==> src/rtl/dc_ipu_filter_phase_gen.sv <==
// rtl/dc_ipu_filter_phase_gen.sv - per-pixel source phase, fractional weight and clamped 4-tap indices
// One output pixel per handshake; source position advances by step in fixed point.
module dc_ipu_filter_phase_gen #(
  parameter int WEIGHT_WIDTH       = 12,
  parameter int WEIGHT_FRACT_WIDTH = 8,
  parameter int IDX_WIDTH          = 12
) (
  input  logic                                     clk,
  input  logic                                     reset,
  input  logic                                     start,
  input  logic [IDX_WIDTH+WEIGHT_FRACT_WIDTH-1:0]  step,
  input  logic signed [IDX_WIDTH+WEIGHT_FRACT_WIDTH:0] init_phase,
  input  logic [IDX_WIDTH-1:0]                     out_len,
  input  logic [IDX_WIDTH-1:0]                     src_len,
  output logic                                     out_valid,
  input  logic                                     out_ready,
  output logic [WEIGHT_WIDTH-1:0]                  alpha,
  output logic [IDX_WIDTH-1:0]                     tap_idx [0:3],
  output logic                                     last,
  output logic                                     busy,
  output logic                                     done
);

  localparam int ACC_W = IDX_WIDTH + WEIGHT_FRACT_WIDTH + 1;
  localparam int EXT_W = ACC_W + 1;

  typedef enum logic {IDLE, RUN} state_t;

  state_t                                 state;
  logic signed [ACC_W-1:0]                acc;
  logic [IDX_WIDTH+WEIGHT_FRACT_WIDTH-1:0] step_r;
  logic [IDX_WIDTH-1:0]                   out_len_r;
  logic [IDX_WIDTH-1:0]                   src_len_r;
  logic [IDX_WIDTH-1:0]                   cnt;

  logic                                   running;
  logic                                   last_pix;
  logic signed [ACC_W-1:0]                base;
  logic signed [EXT_W-1:0]                base_ext;
  logic signed [EXT_W-1:0]                max_idx;
  logic signed [EXT_W-1:0]                t;

  assign running  = (state == RUN);
  assign last_pix = (cnt == out_len_r - 1'b1);

  always_ff @(posedge clk) begin
    if (reset) begin
      state     <= IDLE;
      acc       <= '0;
      step_r    <= '0;
      out_len_r <= '0;
      src_len_r <= '0;
      cnt       <= '0;
      done      <= 1'b0;
    end else begin
      done <= 1'b0;
      case (state)
        IDLE: begin
          if (start) begin
            if (out_len != '0) begin
              state     <= RUN;
              acc       <= init_phase;
              step_r    <= step;
              out_len_r <= out_len;
              src_len_r <= src_len;
              cnt       <= '0;
            end else begin
              done <= 1'b1;
            end
          end
        end
        RUN: begin
          if (out_ready) begin
            acc <= acc + $signed({1'b0, step_r});
            cnt <= cnt + 1'b1;
            if (last_pix) begin
              state <= IDLE;
              done  <= 1'b1;
            end
          end
        end
        default: state <= IDLE;
      endcase
    end
  end

  // Taps are clamped one bit wider than the accumulator so base-1 and base+2 never wrap.
  assign base     = acc >>> WEIGHT_FRACT_WIDTH;
  assign base_ext = {base[ACC_W-1], base};
  assign max_idx  = $signed({{(EXT_W-IDX_WIDTH){1'b0}}, src_len_r}) - EXT_W'(1);

  always_comb begin
    t = '0;
    for (int k = 0; k < 4; k++) begin
      t = base_ext + EXT_W'(k) - EXT_W'(1);
      if (!running)
        tap_idx[k] = '0;
      else if (t < 0)
        tap_idx[k] = '0;
      else if (t > max_idx)
        tap_idx[k] = src_len_r - 1'b1;
      else
        tap_idx[k] = t[IDX_WIDTH-1:0];
    end
  end

  assign out_valid = running;
  assign busy      = running;
  assign last      = running && last_pix;
  assign alpha     = running ? WEIGHT_WIDTH'(acc[WEIGHT_FRACT_WIDTH-1:0]) : '0;

endmodule

==> config.mk <==
export PLATFORM = sky130hd
export DESIGN_NAME = dc_ipu_filter_phase_gen
export DESIGN_NICKNAME = d
export VERILOG_FILES = /design/src/rtl/dc_ipu_filter_phase_gen.sv
export SDC_FILE = /design/constraint.sdc
export NUM_CORES = 1
export LEC_CHECK = 0
export BUFFER_PORTS_ARGS = -buffer_cell sky130_fd_sc_hd__buf_2
export CELL_PAD_IN_SITES_DETAIL_PLACEMENT = 0
export CELL_PAD_IN_SITES_GLOBAL_PLACEMENT = 1
export CORE_MARGIN = 2
export CORE_UTILIZATION = 28
export DETAILED_ROUTE_END_ITERATION = 8
export GPL_ROUTABILITY_DRIVEN = 0
export PLACE_DENSITY = 0.59
export SYNTH_ARGS = -nofsm -noshare
export SYNTH_HDL_FRONTEND = slang
export SYNTH_SLANG_ARGS = --single-unit
==> constraint.sdc <==
create_clock -name clk -period 10.54 [get_ports clk]
set_input_delay 0 -clock clk [delete_from_list [all_inputs] [get_ports clk]]
set_output_delay 0 -clock clk [all_outputs]
set_load 0.02 [all_outputs]
Word-level counts from Yosys, hierarchy flattened

Index checks and enable logic that the tools add are counted.

Flip-flop bits (word level): 79
Input bits: 69

Equality and inequality tests: 4
$lt $le $gt $ge: 8
Reduce and logical (&&, ||, !) cells: 4
$add $sub $neg: 12
Mux-type cells: 31
Bitwise operators: 1

Operators by type and width:

| operator              | count |
|---|---|
| $mux 12               | 15 |
| $mux 21               | 3 |
| $gt 15x13->1          | 3 |
| $lt 15x1->1 const B   | 3 |
| $sub 14x2->15 const B | 3 |
| $pmux 21 s2           | 1 |
| $add 13x3->14 const B | 2 |
| $pmux 12 s2           | 1 |
| $sub 12x1->12 const B | 2 |
| $add 21x21->21        | 1 |
| $add 13x2->14 const B | 1 |
| $gt 14x13->1          | 1 |
| $lt 14x1->1 const B   | 1 |
| $sub 13x2->14 const B | 1 |
| $sub 12x1->13 const B | 1 |
| $add 12x1->12 const B | 1 |
| $eq 12x12->1          | 1 |
| $reduce_bool 12->1    | 1 |
| $mux 1                | 8 |
| $mux 8                | 1 |
| $ne 2x2->1 const B    | 3 |
| $reduce_and 3->1      | 2 |
| $pmux 1 s2            | 2 |
| $logic_and 1x1->1     | 1 |
| $not 1->1             | 1 |

Logic depth before layout (Yosys ltp)

Word-level depth: 6
Gate-level depth with buffers: 17
Gate-level depth less buffers: 14

Least setup slack after synthesis

No wires, ideal clock.

Path kind: register to output
From: reg src_len_r[0]
To: out tap_idx[7] (netlist bit)
Stages on the path, launching flop included: 15
Path buffers: 3
Data required time: 10540 ps
Slack: 6484 ps
Arrival: 4056 ps
Cell sequence: dfxtp_1 > buf_2 > inv_1 > ha_1 > or3b_1 > buf_2 > or4_1 > ha_1 > and3_1 > and3_1 > a2111o_1 > a211oi_2 > a221oi_4 > buf_6 > a211oi_1

RTL lines:

| item                   | RTL line | source |
|---|---|---|
| from (decl)            | 33       | `logic [IDX_WIDTH-1:0] src_len_r;` |
| from (signal assigned) | 65       | `src_len_r <= src_len;` |
| to (decl)              | 18       | `output logic [IDX_WIDTH-1:0] tap_idx [0:3],` |

==> run_results.csv <==
group,metric,value,unit
setup_path,cpMaxStageDelayCell,"a31oi_2",
global_routing,grt_pass1_wl,39460,um
floorplanning,die_h,166.9,um
cts,clk_pin_slew,0.06,ns
cts,cts_resized,0,
sta,max-slew-margin-rel,24.22,%
setup_path,arrival,4.98,ns
route,vias,7382,
sta,hold_viol_final,0,
floorplanning,initial_core_util,28.53,%
global_routing,grt_antenna_before_repair,1,
setup_path,cp-start-kind,"register",
logic_synthesis,synthCells,989,
logic_synthesis,synth.yosys.seq_area_share,21.28,%
setup_path,cpPeakStageDelay,0.92,ns
sta,fmax,200.9,MHz
setup_path,timing.critical_path.mode_cell,"ha_1",
floorplanning,core,26060,um2
cts,clock_latency,0.34,ns
floorplanning,die-area,27870,um2
logic_synthesis,netlist_top_cells_area,"dfxtp_1 (21%), ha_1 (11%), xnor2_1 (7.1%), a21oi_1 (6.8%), nand2_1 (6.6%)",
logic_synthesis,synth-async-reset-ratio,0,%
finish,multi_input_area,5492,um2
route,vias_per_cell,5.039,
cts,cts_sinks,79,
sta,rsz0062_at_grt,"false",
placed_design,place_ws,5.864,ns
cts,cts_setup_buffers,0,
logic_synthesis,yosysTopAreaCellShare,21.28,%
route,ant_nets,0,
pwr,irDropWorstVdd,0.09466,mV
cts,cts_tree,"yes",
sta,final_critical_path_setup_slack,5.562,ns
finish,final_nets,1257,
global_routing,grt_pass1_vias,7174,
route,routedWlPerCell,17.13,um
cts,cts_root_buf,"clkbuf_16",
setup_path,setup.worst_path.class,"reg -> out",
flow_run,maxCapViolations,0,
finish,layout-drive-gt1-share,17.18,%
setup_path,end_kind,"output pin",
sta,fin_crit_sh,47.23,%
placed_design,port_buffers,128,
sta,worstMarginPinSlew,1.133,ns
sta,finalSetupViolations,0,
sta,hold_slack,0.007846,ns
floorplanning,die_w,166.9,um
logic_synthesis,synthesis.area,7433,um2
floorplanning,fp-row-count,59,
global_routing,grt.overflow.total,0,
setup_path,crit_family,"compound AO/OA/AOI/OAI gates",
pwr,powerDensity,148.4,nW/um2
placed_design,placed_area,8322,um2
route,drc,0,
cts,clk_path_buf_depth,2,
logic_synthesis,synth_seq_cells,79,
logic_synthesis,synth_flop_cell,"dfxtp_1",
floorplanning,num_io_pins,133,
setup_path,worst-path-buf-inv,2,
cts,htreeDepth,3,
sta,skew,0.01031,ns
cts,numCtsBuffers,9,
finish,area_growth,21.95,%
global_routing,grt_max_degree,71,
route,drt_iter0_markers,395,
logic_synthesis,yosysWarnings,0,
finish,fin_area,9065,um2
finish,fillers,2821,
logic_synthesis,synth-edff-count,0,
route,drtPass1Iterations,5,
finish,regArea,1583,um2
logic_synthesis,synth_top_cell_by_area,"dfxtp_1",
global_routing,grt_use_total,17.62,%
placed_design,dp_hpwl,18980,um
pwr,leakage,3.795,nW
sta,fin_crit,4.978,ns
setup_path,cp.required,10.54,ns
setup_path,crit_fanout,24,
worst_hold_path,hold_class,"in -> reg",
sta,tns,0,ns
route,wirelength,25090,um
logic_synthesis,synthDistinctLibCells,73,
setup_path,crit_chain,"inv_1 -> ha_1 -> or3b_1 -> nor3_1 -> xnor2_1 -> ha_1 -> nand2_1 -> or3_1 -> and3_1 -> maj3_1 -> o21ai_0 -> a31oi_2 -> nor2_1 -> a211oi_1 -> buf_2",
logic_synthesis,synth_area_per_cell,7.516,um2
run_status,status,"completed",
sta,slew_violations,0,
[power by group]
part / internal, W / switching (W)
registers: 0.000318 / 0.0000408
logic: 0.000265 / 0.000425
clock network: 0.000162 / 0.000135
total: 0.000745 / 0.000600
[what timing repair did]
item | in CTS | in global routing
endpoints found under the hold margin | 47 | 1
setup endpoints to repair | 0 | 0
hold buffers | 45 | 1
[metrics by stage]
stage | utilization, % | std cells | total power [W]
2_1_floorplan | - | 992 | 0.0008605
3_3_place_gp | 31.93 | 1402 | 0.001046
3_5_place_dp | 31.93 | 1402 | 0.001043
4_1_cts | 34.74 | 1463 | 0.001358
5_1_grt | 34.78 | 1464 | 0.001447
6_report | 34.79 | 1465 | 0.001346
[state kept, by name, indices dropped and copies added, names as in the netlist]
signal	count
busy	1
acc	21
step_r	20
out_len_r	12
src_len_r	12
done	1
cnt	12
[per-layer routing]
metal  wire, um  GRT usage [%]
met5          0              0
met1      11570          22.93
met4        686          5.997
met2      11630          29.56
met3       1202          2.828
[final timing paths]
| path | slack [ns] | to | cells after the start | start |
|---|---|---|---|---|
| hold reg to reg | 0.46 | step_r[6] | 2 | step_r[6] |
| hold / removal | 0.008 | acc[5] | 3 | init_phase[5] |
| setup / recovery | 5.56 | tap_idx[34] | 15 | src_len_r[0] |
| setup reg to reg | 7.18 | cnt[10] | 9 | busy |
[kinds of logic (layout without fill, tap and decap cells)]
family | after synthesis | after routing | share of synthesized area, %
simple gates | 381 | 381 | 24.64
other cells | 1 | 5 | 0.05045
flops | 79 | 79 | 21.28
mux | 12 | 12 | 1.633
xor+xnor | 91 | 91 | 11.58
compound gates | 267 | 267 | 24.24
buf+inv | 90 | 227 | 5.167
fa+ha+maj | 68 | 68 | 11.41
[synthesized netlist by cell type (all sizes together) (9+ instances only)]
cell / instances
nor2b: 11
or3: 17
o21ai: 27
xor2: 27
nor4: 10
ha: 63
nor3: 28
nand3: 17
clkbuf: 48
a211oi: 67
dfxtp: 79
inv: 23
and3: 12
and2: 14
nand2: 131
buf: 18
a31oi: 9
mux2i: 11
xnor2: 61
nor2: 93
nand4: 19
a21o: 13
a21oi: 101
[placed cells by master (no fill, tap or decap), types with 7 or more instances in the layout]
cell           synthesis  routed
ha_1                  63      63
a211oi_2               9       9
dlygate4sd3_1          0      46
mux2i_1               11      11
buf_2                  7     128
inv_1                 23      23
nor4_1                10      10
nand3_1               17      16
a211oi_1              58      58
buf_4                  5      13
xor2_1                27      27
and2_1                13      13
nor3_1                28      28
clkbuf_16              0       9
o21a_1                 7       7
or3_1                 16      16
nand2_1              131     131
a31oi_1                9       8
a21oi_1              101     101
o21ai_0               27      26
and3_1                12      11
dfxtp_1               79      78
nor2_1                85      85
a21o_1                13      13
nor2_2                 8       8
xnor2_1               60      60
nand4_1               19      19
nor2b_1               11      11
[area by class of cell]
class	instances	area share, %
sequential	79	17.46
multi-input combinational	823	60.58
timing repair buffer	187	13.22
clock inverter	7	0.6073
clock buffer	9	2.484
inverter	24	0.9938
antenna	1	0.02761
tap	335	4.624
[worst min-delay path: stages]
cell and delay, ns:
buf_2 0.09, mux2i_1 0.11, a211oi_1 0.08
Power figures use the tool's default switching activity.
